--- config.mk ---
export PLATFORM = sky130hd
export DESIGN_NAME = regfile_param_flat
export DESIGN_NICKNAME = d
export VERILOG_FILES = /design/src/rtl/regfile_param_if.sv /design/src/rtl/regfile_param.sv /design/src/flat_wrapper.sv
export SDC_FILE = /design/constraint.sdc
export NUM_CORES = 1
export LEC_CHECK = 0
export CORE_MARGIN = 5
export CORE_UTILIZATION = 56
export CTS_CLUSTER_SIZE = 28
export DETAILED_ROUTE_END_ITERATION = 12
export PLACE_DENSITY = 0.81
export SYNTH_ARGS = -nofsm -noshare
export SYNTH_HDL_FRONTEND = slang
export SYNTH_SLANG_ARGS = --single-unit
--- constraint.sdc ---
create_clock -name clk -period 3.24 [get_ports clk]
set_clock_uncertainty 0.05 [all_clocks]
set_input_delay 0.972 -clock clk [delete_from_list [all_inputs] [get_ports clk]]
set_output_delay 0.972 -clock clk [all_outputs]
set_load 0.01 [all_outputs]
--- src/rtl/regfile_param_if.sv ---
// Bundled read/write/clear signals of the parametrised register file.
// The master side drives addresses, write requests and clr; the slave side is the register file.
interface regfile_param_if #(
  parameter int unsigned DATA_W = 8,
  parameter int unsigned ADDR_W = 2
);
  logic [ADDR_W-1:0] read_reg1;
  logic [ADDR_W-1:0] read_reg2;
  logic [DATA_W-1:0] read_data1;
  logic [DATA_W-1:0] read_data2;
  logic              write0;
  logic [ADDR_W-1:0] write_reg0;
  logic [DATA_W-1:0] write_data0;
  logic              write1;
  logic [ADDR_W-1:0] write_reg1;
  logic [DATA_W-1:0] write_data1;
  logic              clr;
  logic              busy;
  logic              wr_drop;

  modport master (
    output read_reg1, read_reg2, write0, write_reg0, write_data0,
           write1, write_reg1, write_data1, clr,
    input  read_data1, read_data2, busy, wr_drop
  );

  modport slave (
    input  read_reg1, read_reg2, write0, write_reg0, write_data0,
           write1, write_reg1, write_data1, clr,
    output read_data1, read_data2, busy, wr_drop
  );
endinterface

--- src/rtl/regfile_param.sv ---
// Register file with 2 async read ports, 2 prioritised write ports, optional bypass and zero r0,
// and a clear engine that zeroes one entry per cycle while writes are rejected.
module regfile_param #(
  parameter int unsigned DATA_W  = 8,
  parameter int unsigned ADDR_W  = 2,
  parameter bit          BYPASS  = 1'b1,
  parameter bit          ZERO_R0 = 1'b0
) (
  input logic            clk,
  input logic            reset,
  regfile_param_if.slave bus
);
  localparam int unsigned Depth = 2 ** ADDR_W;

  typedef enum logic [0:0] {StIdle, StClear} state_e;

  state_e            state_q, state_d;
  logic [ADDR_W-1:0] ptr_q, ptr_d;
  logic              drop_q, drop_d;
  logic [DATA_W-1:0] mem_q [Depth];
  logic [DATA_W-1:0] mem_d [Depth];
  logic              clearing;
  logic              we0, we1;
  logic [DATA_W-1:0] rd1, rd2;

  assign clearing = (state_q == StClear);

  // Accepted writes: only in idle, and never into a hardwired-zero r0.
  assign we0 = bus.write0 && !clearing && !(ZERO_R0 && (bus.write_reg0 == '0));
  assign we1 = bus.write1 && !clearing && !(ZERO_R0 && (bus.write_reg1 == '0));

  always_comb begin
    state_d = state_q;
    ptr_d   = ptr_q;
    drop_d  = 1'b0;
    mem_d   = mem_q;
    unique case (state_q)
      StIdle: begin
        // Port 1 first so port 0 wins on an address collision.
        if (we1) mem_d[bus.write_reg1] = bus.write_data1;
        if (we0) mem_d[bus.write_reg0] = bus.write_data0;
        if (bus.clr) begin
          state_d = StClear;
          ptr_d   = '0;
        end
      end
      StClear: begin
        mem_d[ptr_q] = '0;
        ptr_d        = ptr_q + ADDR_W'(1);
        drop_d       = bus.write0 | bus.write1;
        if (&ptr_q) state_d = StIdle;
      end
      default: state_d = StIdle;
    endcase
  end

  always_ff @(posedge clk) begin
    if (!reset) begin
      state_q <= StIdle;
      ptr_q   <= '0;
      drop_q  <= 1'b0;
      for (int i = 0; i < Depth; i++) mem_q[i] <= '0;
    end else begin
      state_q <= state_d;
      ptr_q   <= ptr_d;
      drop_q  <= drop_d;
      mem_q   <= mem_d;
    end
  end

  always_comb begin
    rd1 = mem_q[bus.read_reg1];
    if (BYPASS) begin
      if (we1 && (bus.write_reg1 == bus.read_reg1)) rd1 = bus.write_data1;
      if (we0 && (bus.write_reg0 == bus.read_reg1)) rd1 = bus.write_data0;
    end
    if (ZERO_R0 && (bus.read_reg1 == '0)) rd1 = '0;
  end

  always_comb begin
    rd2 = mem_q[bus.read_reg2];
    if (BYPASS) begin
      if (we1 && (bus.write_reg1 == bus.read_reg2)) rd2 = bus.write_data1;
      if (we0 && (bus.write_reg0 == bus.read_reg2)) rd2 = bus.write_data0;
    end
    if (ZERO_R0 && (bus.read_reg2 == '0)) rd2 = '0;
  end

  assign bus.read_data1 = rd1;
  assign bus.read_data2 = rd2;
  assign bus.busy       = clearing;
  assign bus.wr_drop    = drop_q;
endmodule

--- src/flat_wrapper.sv ---
// flat-port wrapper written by rule: the top's interface ports become plain ports
module regfile_param_flat 
#(
  parameter int unsigned DATA_W  = 8,
  parameter int unsigned ADDR_W  = 2,
  parameter bit          BYPASS  = 1'b1,
  parameter bit          ZERO_R0 = 1'b0
)
  (clk, reset, bus_read_reg1, bus_read_reg2, bus_write0, bus_write_reg0, bus_write_data0, bus_write1, bus_write_reg1, bus_write_data1, bus_clr, bus_read_data1, bus_read_data2, bus_busy, bus_wr_drop);
  regfile_param_if #(.DATA_W(DATA_W), .ADDR_W(ADDR_W)) bus_i ();
  input logic clk;
  input logic reset;
  input wire logic [$bits(bus_i.read_reg1)-1:0] bus_read_reg1;
  input wire logic [$bits(bus_i.read_reg2)-1:0] bus_read_reg2;
  input wire logic [$bits(bus_i.write0)-1:0] bus_write0;
  input wire logic [$bits(bus_i.write_reg0)-1:0] bus_write_reg0;
  input wire logic [$bits(bus_i.write_data0)-1:0] bus_write_data0;
  input wire logic [$bits(bus_i.write1)-1:0] bus_write1;
  input wire logic [$bits(bus_i.write_reg1)-1:0] bus_write_reg1;
  input wire logic [$bits(bus_i.write_data1)-1:0] bus_write_data1;
  input wire logic [$bits(bus_i.clr)-1:0] bus_clr;
  output wire logic [$bits(bus_i.read_data1)-1:0] bus_read_data1;
  output wire logic [$bits(bus_i.read_data2)-1:0] bus_read_data2;
  output wire logic [$bits(bus_i.busy)-1:0] bus_busy;
  output wire logic [$bits(bus_i.wr_drop)-1:0] bus_wr_drop;
  assign bus_i.read_reg1 = bus_read_reg1;
  assign bus_i.read_reg2 = bus_read_reg2;
  assign bus_i.write0 = bus_write0;
  assign bus_i.write_reg0 = bus_write_reg0;
  assign bus_i.write_data0 = bus_write_data0;
  assign bus_i.write1 = bus_write1;
  assign bus_i.write_reg1 = bus_write_reg1;
  assign bus_i.write_data1 = bus_write_data1;
  assign bus_i.clr = bus_clr;
  assign bus_read_data1 = bus_i.read_data1;
  assign bus_read_data2 = bus_i.read_data2;
  assign bus_busy = bus_i.busy;
  assign bus_wr_drop = bus_i.wr_drop;
  regfile_param #(.DATA_W(DATA_W), .ADDR_W(ADDR_W), .BYPASS(BYPASS), .ZERO_R0(ZERO_R0)) u_core (.clk(clk), .reset(reset), .bus(bus_i));
endmodule
==> flow_metrics.tcl <==
set metrics [dict create \
    power_mw 1.55 \
    p_leak_nw 1.76 \
    htreeDepth 2 \
    hold_ws_ns 0.469 \
    synth-seq-cells 36 \
    n_antenna_cell 0 \
    critPathKind "input port to output port" \
    grt_max_degree 38 \
    synth_cells 388 \
    cts_buffers 5 \
    grt.overflow.total 0 \
    status "complete, but fails checks" \
    cp_slowest_cell "a31oi_1" \
    async_flop_share_pct 0 \
    hold_viol_final 0 \
    fin_ws_ns -0.106 \
    fin_util_pct 84.2 \
    startpoint_type "input port" \
    worstSetupEndpointType "output port" \
    cts.sinks 36 \
    worst_slew_pin_slew_ns 0.652 \
    multi_input_area_mm2 0.00295 \
    drc_errors 0 \
    holdBufCountCts 0 \
    grtUsageTotal_pct 40.8 \
    ant_nets 0 \
    dp.cells 530 \
    syn_to_final_growth_pct 46.5 \
    clk_latency_ns 0.30 \
    drv_cap 0 \
    clk_path_buf_depth 2 \
    vias 4607 \
    crit_family "buffers and inverters" \
    synth-main-ff-cell "dfxtp_1" \
    ys_warn_count 0 \
    gp_congestion 0.960 \
    synth.distinct_cells 46 \
    placed_area_mm2 0.00423 \
    syn_nets 421 \
    crit_buf_inv 5 \
    dieHeight_um 87.9 \
    core_mm2 0.00592 \
    fin_setup_tns_ns -0.423 \
    design_area_mm2 0.00498 \
    setup_viol 11 \
    fin_cells 545 \
    synth_area_per_cell_um2 8.77 \
    clkTransAtPathRegs_ns 0.07 \
    die_area_mm2 0.00773 \
    worstPathCellList "buf_2, buf_6, buf_4, xnor2_1, buf_4, nand3_1, a31oi_1, buf_2" \
    ir_drop_mv 0.249 \
    routed_wl_mm 17.0 \
    dpl_worst_slack_ns -0.889 \
    finalCritPeriodShare_pct 103 \
    die_x_um 87.9 \
    syn_area_mm2 0.00340 \
    relSlewSlack_pct 56.4 \
    powerDensity_mw_per_mm2 311 \
    std_cell_rows 28 \
    port_buffers 46 \
    routed_via_density 8.45 \
    layout.nets 503 \
    violations "setup timing" \
    path_max_fanout 8 \
    synth-seq-area-share_pct 21.2 \
    drive_gt1_share_pct 38.9 \
    maxSlewViolCount 0 \
    grt_pass1_vias 4361 \
    grt_setup_unrepaired "true" \
    dr.pass1.iters 7 \
    initial_core_util_pct 57.5 \
    grt_pass1_wl_mm 23.9 \
    drtIter0Drc 1028 \
    synth_edf_count 0 \
    hold_path.class "flip-flop to flip-flop" \
    ios 47 \
    fillerInstances 315 \
    clock-root-buffer "clkbuf_8" \
    fmax_mhz 299 \
    period_minus_slack_ns 3.35 \
    route.detailed.wl_per_inst_um 31.2 \
    cts_tree "built" \
    max_stage_delay_ns 0.23 \
    seqCellArea_um2 721 \
    crit_required_ns 2.22 \
    grt_antenna_before_repair 0 \
    worstPathArrival_ns 2.32 \
    dp_hpwl_mm 8.69 \
]
## cells in the mapped netlist, drive strengths merged (2+ instances only)
library cell,n,share of area [%]
dfxtp,36,21
o31ai,32,7.1
buf,30,5.7
a31oi,24,4.6
o21ai,24,3.5
nor2,19,2.1
a22o,16,4.1
mux4,16,11
nand3,16,2.4
nor4,16,2.9
clkbuf,13,1.5
inv,11,1.2
nand2b,11,2.5
a21oi,10,1.5
nand3b,10,2.2
and3b,9,2.3
nand2,9,0.99
nand4b,9,2.3
nor4b,9,2.8
a221oi,8,2.1
o22ai,8,1.5
o2bb2ai,8,2.1
xor2,8,3.3
nor4bb,7,2.1
ha,4,1.5
nor2b,4,0.74
xnor2,4,1.0
and4bb,3,1.1
and2,2,0.37
nand4bb,2,0.66
nor3b,2,0.44
or2b,2,0.44
or3,2,0.37
## power by group
part	total [mW]	switching (mW)	internal [mW]	leakage, nW
clock network	0.331	0.184	0.147	0.0410
logic	0.717	0.402	0.315	1.42
registers	0.501	0.0347	0.466	0.293
## sequential cells by signal, indices dropped and copies added (netlist names)
name                cells
u_core.mem_q           32
u_core.ptr_q            2
u_core.bus.busy         1
u_core.bus.wr_drop      1
## worst paths after layout
| check | cells past startpoint | start | endpoint | slack, ns |
|---|---|---|---|---|
| min reg2reg | 2 | u_core.mem_q[2] | u_core.mem_q[2] | 0.47 |
| max reg2reg | 5 | u_core.bus.busy | u_core.mem_q[17] | 1.27 |
| max | 8 | bus_read_reg2[1] | bus_read_data2[1] | -0.11 |
| min | 2 | u_core.mem_q[2] | u_core.mem_q[2] | 0.47 |
## tightest hold or removal path: stages (launching register included)
cell and delay, ns:
dfxtp_1 0.34, inv_1 0.06, o22ai_1 0.07
## cells by family (layout without fill, tap and decap cells)
| group | after synthesis | in the layout | share of synthesized area (%) |
|---|---|---|---|
| buffers and inverters | 54 | 136 | 8.39 |
| flip-flops | 36 | 36 | 21.2 |
| XOR/XNOR | 12 | 12 | 4.30 |
| AND/OR/NAND/NOR | 135 | 135 | 27.4 |
| adder cells (fa/ha/maj) | 4 | 4 | 1.47 |
| AO/OA/AOI/OAI | 130 | 130 | 26.4 |
| multiplexers | 17 | 17 | 10.9 |
## cell usage in the layout, fill, tap and decap left out, drive strengths merged, types with 3 or more instances in the layout
cell           count
a22o              16
o31ai             32
xnor2              4
xor2               8
nor4b              9
nand2b            11
and4bb             3
nor2b              4
nand3b            10
a31oi             24
o22ai              8
nor4              16
o21ai             24
inv               11
nor4bb             7
nand4b             9
nand2              9
ha                 4
a21oi             10
nor2              19
clkdlybuf4s50     18
o2bb2ai            8
nand3             16
buf               93
and3b              9
mux4              16
clkbuf             8
a221oi             8
dfxtp             36
## layout make-up
cell class	count	share of cell area, %
multi-input combinational	298	59.1
timing repair buffer	118	22.1
sequential	36	14.5
tap	75	1.88
clock buffer	6	1.46
inverter	11	0.829
clock inverter	1	0.100
## timing repair
item / in CTS / in global routing
buffers inserted: 5 / 1
endpoints found under the setup margin: 16 / 15
resized for setup: 172 / 42
gates cloned: 3 / 0
pin swaps: 22 / 19
## layer usage
metal	vias to the layer above	routed length, um	GRT usage [%]
li1	1712	-	-
met1	2059	5090	48.7
met2	594	7170	63.4
met3	242	2760	11.7
met4	0	1960	27.8
met5	-	0	0
Note: power is estimated with default switching activity, not from simulation.
